[src/rtl/pipeline_pkg.sv]
// Shared definitions for the pipeline memory stage: access-size codes and
// the encoding of the memory access FSM.
package pipeline_pkg;

    localparam logic [1:0] SZ_BYTE = 2'b00;
    localparam logic [1:0] SZ_HALF = 2'b01;
    localparam logic [1:0] SZ_WORD = 2'b10;

    typedef enum logic [1:0] {
        ST_IDLE   = 2'd0,
        ST_ACCESS = 2'd1,
        ST_DONE   = 2'd2
    } state_t;

endpackage

[src/rtl/load_align.sv]
// Picks the addressed byte/half/word lane out of a read word and extends it
// to 32 bits (zero-extend when i_unsigned, sign-extend otherwise).
module load_align
    import pipeline_pkg::*;
(
    input  logic [31:0] i_rdata,
    input  logic [1:0]  i_addr,
    input  logic [1:0]  i_size,
    input  logic        i_unsigned,
    output logic [31:0] o_data
);

    logic [7:0]  w_byte;
    logic [15:0] w_half;

    always_comb begin
        case (i_addr)
            2'd0:    w_byte = i_rdata[7:0];
            2'd1:    w_byte = i_rdata[15:8];
            2'd2:    w_byte = i_rdata[23:16];
            default: w_byte = i_rdata[31:24];
        endcase
        w_half = i_addr[1] ? i_rdata[31:16] : i_rdata[15:0];

        case (i_size)
            SZ_BYTE: o_data = {{24{~i_unsigned & w_byte[7]}}, w_byte};
            SZ_HALF: o_data = {{16{~i_unsigned & w_half[15]}}, w_half};
            default: o_data = i_rdata;
        endcase
    end

endmodule

[src/rtl/mem_stage.sv]
// Pipeline MEM stage: issues one data-memory bus access per aligned load or
// store, stalls upstream until it completes, and aligns load data.
//
// Bus handshake: dmem_req is high only in ACCESS and we/addr/be/wdata are held
// stable while it is high; the access completes on the rising edge where
// dmem_req && dmem_ack, after which dmem_req drops for at least one cycle.
module mem_stage
    import pipeline_pkg::*;
(
    input  logic        clk,
    input  logic        rst_n,
    input  logic        mem_read,
    input  logic        mem_write,
    input  logic [1:0]  mem_size,
    input  logic        mem_unsigned,
    input  logic [31:0] alu_result,
    input  logic [31:0] store_data,
    input  logic [4:0]  dst,
    input  logic        reg_write,
    input  logic        mem_to_reg,
    output logic        reg_write_out,
    output logic        mem_to_reg_out,
    output logic [31:0] alu_result_out,
    output logic [31:0] data_load,
    output logic [4:0]  dst_out,
    output logic        stall,
    output logic        addr_err,
    output logic        dmem_req,
    output logic        dmem_we,
    output logic [31:0] dmem_addr,
    output logic [3:0]  dmem_be,
    output logic [31:0] dmem_wdata,
    input  logic [31:0] dmem_rdata,
    input  logic        dmem_ack,
    output state_t      dbg_state
);

    state_t      r_state;
    state_t      w_next;
    logic        w_mem_op;
    logic        w_misalign;
    logic        w_aligned_op;
    logic        w_stall;
    logic        w_req;
    logic [3:0]  w_be;
    logic [31:0] w_wdata;
    logic [31:0] w_load_data;
    logic [31:0] r_data_load;

    assign w_mem_op     = mem_read | mem_write;
    assign w_misalign   = ((mem_size == SZ_HALF) & alu_result[0]) |
                          (mem_size[1] & (|alu_result[1:0]));
    assign w_aligned_op = w_mem_op & ~w_misalign;

    always_ff @(posedge clk or negedge rst_n) begin
        if (!rst_n) begin
            r_state <= ST_IDLE;
        end else begin
            r_state <= w_next;
        end
    end

    always_comb begin
        w_next  = r_state;
        w_stall = 1'b0;
        w_req   = 1'b0;
        case (r_state)
            ST_IDLE: begin
                if (w_aligned_op) begin
                    w_next  = ST_ACCESS;
                    w_stall = 1'b1;
                end
            end
            ST_ACCESS: begin
                w_stall = 1'b1;
                w_req   = 1'b1;
                if (dmem_ack) begin
                    w_next = ST_DONE;
                end
            end
            ST_DONE: begin
                w_next = ST_IDLE;
            end
            default: begin
                w_next = ST_IDLE;
            end
        endcase
    end

    always_comb begin
        w_be    = 4'b1111;
        w_wdata = store_data;
        case (mem_size)
            SZ_BYTE: begin
                w_wdata = {4{store_data[7:0]}};
                w_be    = 4'b0001 << alu_result[1:0];
            end
            SZ_HALF: begin
                w_wdata = {2{store_data[15:0]}};
                w_be    = alu_result[1] ? 4'b1100 : 4'b0011;
            end
            default: begin
                w_wdata = store_data;
                w_be    = 4'b1111;
            end
        endcase
    end

    load_align u_load_align (
        .i_rdata    (dmem_rdata),
        .i_addr     (alu_result[1:0]),
        .i_size     (mem_size),
        .i_unsigned (mem_unsigned),
        .o_data     (w_load_data)
    );

    // A simultaneous read+write is a write, so it never updates the load register.
    always_ff @(posedge clk or negedge rst_n) begin
        if (!rst_n) begin
            r_data_load <= 32'd0;
        end else if ((r_state == ST_ACCESS) && dmem_ack && mem_read && !mem_write) begin
            r_data_load <= w_load_data;
        end
    end

    assign alu_result_out = alu_result;
    assign dst_out        = dst;
    assign mem_to_reg_out = mem_to_reg;
    assign addr_err       = w_mem_op & w_misalign;
    assign reg_write_out  = reg_write & ~addr_err;
    assign stall          = w_stall;
    assign data_load      = r_data_load;
    assign dmem_req       = w_req;
    assign dmem_we        = w_req & mem_write;
    assign dmem_addr      = w_req ? {alu_result[31:2], 2'b00} : 32'd0;
    assign dmem_be        = w_req ? w_be : 4'b0000;
    assign dmem_wdata     = w_req ? w_wdata : 32'd0;
    assign dbg_state      = r_state;

endmodule
[config.mk]
export PLATFORM = sky130hd
export DESIGN_NAME = mem_stage
export DESIGN_NICKNAME = d
export VERILOG_FILES = /design/src/rtl/pipeline_pkg.sv /design/src/rtl/load_align.sv /design/src/rtl/mem_stage.sv
export SDC_FILE = /design/constraint.sdc
export NUM_CORES = 1
export LEC_CHECK = 0
export ABC_CLOCK_PERIOD_IN_PS = 2100
export CAP_MARGIN = 20
export CORE_MARGIN = 2
export CORE_UTILIZATION = 33
export CTS_BUF_LIST = sky130_fd_sc_hd__clkbuf_4
export CTS_CLUSTER_DIAMETER = 100
export DETAILED_ROUTE_END_ITERATION = 7
export GPL_TIMING_DRIVEN = 0
export PLACE_DENSITY = 0.82
export SYNTH_ARGS = -nofsm -noshare
export SYNTH_HDL_FRONTEND = slang
export SYNTH_SLANG_ARGS = --single-unit
[constraint.sdc]
create_clock -name clk -period 2.1 [get_ports clk]
set_input_delay 0.315 -clock clk [delete_from_list [all_inputs] [get_ports clk]]
set_output_delay 0.315 -clock clk [all_outputs]
set_load 0.03 [all_outputs]
==> flow_summary_export.csv <==
group,metric,value,unit
sta,finalMaxSlewViolations,0,
route,num_vias,3890,
finish,seq_area,851,um2
sta,finalCritPeriodShare,0.995,
placed_design,gp_routability_congestion,0.884,
grt,grt_first_pass_wirelength,20.5,mm
job,drv_cap,0,
worst_setup_path,cp_num_cells,4,
die,core_area,0.00876,mm2
sta,rsz0062_at_grt,"yes",
route,first_pass_iters,6,
sta,clock.fmax,0.479,GHz
route,wl_per_cell,18.4,um
sta,finClkSkew,7.54,ps
worst_setup_path,reg2reg_setup_slack,130,ps
synth,ys_ff_latch,34,
sta,finalSetupViolCount,0,
power_and_ir_drop,power.leakage,2.35,nW
power_and_ir_drop,total_power,0.00591,W
cts,cts_tree,"done",
finish,area_growth,86.8,%
sta,tns,0,ps
worst_setup_path,end_kind,"output pin",
synth,post_synth.cell_area_avg,7.59,um2
power_and_ir_drop,p_per_area,1060,mW/mm2
worst_setup_path,cp_cell_sequence,"nand2b_4 -> clkbuf_2 -> a21oi_1 -> clkdlybuf4s15_2",
grt,grt-ovfl-total,0,
cts,post-cts-setup-buffers,0,
worst_setup_path,max_stage_delay,420,ps
grt,antenna_found_initial,0,
synth,synth_edf_count,0,
finish,final_cell_area,0.00559,mm2
synth,synth_common_cells,"53 x a21oi_1, 41 x buf_4, 40 x and2_1, 36 x nor2_1, 34 x dfrtp_1",
synth,yosysTopAreaCellShare,0.284,
sta,fin_ws,11.1,ps
die,rows,34,
cts,clk_path_buf_depth,2,
synth,yosysMostFrequentCell,"a21oi_1",
synth,async_flop_share,1.00,
synth,synthDistinctLibCells,36,
grt,grt_use_total,0.262,
worst_setup_path,required,1780,ps
worst_setup_path,critPathKind,"reg2out",
finish,antenna_cells,0,
die,die_h,99.2,um
finish,final_util,0.638,
grt,met1_usage,0.291,
placed_design,port_buffers,244,
worst_setup_path,startpoint_type,"register",
power_and_ir_drop,vdd_drop_max,0.000645,V
cts,path_clk_slew,100,ps
die,die-area,0.00984,mm2
synth,synthTopCellsByArea,"dfrtp_1 28%, buf_4 10%, a21oi_1 8.9%, and2_1 8.4%, o211ai_1 5.8%",
sta,slew_headroom,0.480,
finish,nFillCells,739,
sta,finalCriticalPeriod,2090,ps
route,remaining_drc_errors,0,
die,start_util,0.341,
grt,grt-busiest-layer,"met2",
grt,grtUsageMet2,0.525,
sta,worst_pin_slew,781,ps
grt,met3_usage,0.0372,
die,die_w,99.2,um
cts,cts.htree.levels,2,
finish,finalNetCount,756,
worst_setup_path,path_buf_inv,2,
synth,seq_area_frac_synth,0.284,
worst_setup_path,crit_fanout,10,
synth,ys.flop_type,"dfrtp_1",
synth,netlist_area,0.00299,mm2
worst_setup_path,critical-path-top-delay-family,"buffers and inverters",
route,viasPerCell,5.17,
worst_setup_path,slowest_stage,"dfrtp_1",
synth,yosys.area.top_type,"dfrtp_1",
cts,cts.sinks,34,
outcome,status,"finished, final reports clean",
grt,grt_pass1_vias,3813,
finish,layout-drive-gt1-share,0.231,
route,drt_iter0_drc,181,
finish,multiInputGateArea,0.00171,mm2
route,antenna_left,0,
min_path,hold_path.class,"in2async",
synth,synthCells,394,
sta,hold_viol_final,0,
placed_design,place_area,0.00557,mm2
grt,grt_max_degree,35,
cts,clockRootBuffer,"clkbuf_4",
placed_design,place_ws,-917,ps
worst_setup_path,arrival,1770,ps
worst_setup_path,rr_worst_depth,5,
cts,clk_latency,340,ps
cts,cts_made_buffers,5,
synth,yosysWarnings,0,
placed_design,dpl.hpwl,11.4,mm
die,ios,256,
route,wl,13.8,mm
[worst reg2reg max path, stage by stage, from the launching register on]
cell      delay (ps)
dfrtp_1          420
nand3b_1         240
nor4_2           670
buf_2            350
a21oi_1           70
o21ai_1          150
[sequential cells by signal, summed over array words and instances, names as in the netlist]
name and cells:
data_load 32, dbg_state 2
[routing by layer]
metal	share of wire	routed length, um
met3	0.069	955
met5	0	0
met2	0.55	7650
met1	0.37	5050
met4	0.011	153
[per-stage QoR]
step                hold slack, ps  std cells
floorplan                     19.4        395
global placement               499        747
detailed placement             431        747
CTS                           57.1        752
global route                   101        752
finish                        44.7        752
[kinds of logic after synthesis]
kind of cell | Yosys count | share of synthesized area
compound gates | 122 | 0.243
buf+inv | 77 | 0.153
flops | 34 | 0.284
mux | 25 | 0.0870
other cells | 1 | 0.00125
simple gates | 135 | 0.231
[timing repair]
action                                 in CTS  in global routing
endpoints found under the hold margin       0                  0
resized for setup                         196                 45
setup endpoints to repair                  71                 66
gates cloned                                0                  0
hold buffers                                0                  0
[final timing paths]
path | from | endpoint
max | dbg_state[1]$_DFFE_PN0P_ | dmem_wdata[13]
min | rst_n | data_load[23]$_DFFE_PN0P_
max in group asynchronous | rst_n | data_load[25]$_DFFE_PN0P_
min in group clk | mem_size[1] | data_load[24]$_DFFE_PN0P_
min reg2reg | data_load[11]$_DFFE_PN0P_ | data_load[11]$_DFFE_PN0P_
max reg2reg | dbg_state[1]$_DFFE_PN0P_ | data_load[19]$_DFFE_PN0P_
[cell type report]
cell class                 count  share of cell area
timing repair buffer         244               0.423
multi-input combinational    284               0.306
sequential                    34               0.152
buffer                        70              0.0826
tap                          108              0.0242
clock buffer                   5             0.00672
inverter                       6             0.00403
clock inverter                 1            0.000672
[placed cells by master (no fill, tap or decap), types with 14 or more instances in the layout]
cell type,count
nor2_1,36
clkdlybuf4s15_2,35
nand3_1,14
o21ai_0,15
nand2_1,25
and2_1,40
a21oi_1,53
mux2i_1,17
buf_4,41
o211ai_1,23
clkdlybuf4s50_1,171
clkbuf_2,24
dfrtp_1,34
[power by group]
part	switching [W]	total (W)	internal, W
sequential	0.000246	0.00121	0.000966
clock	0.000218	0.000332	0.000114
combinational	0.00263	0.00437	0.00174
total	0.00309	0.00591	0.00282
Note: power is estimated with default switching activity, not from simulation.
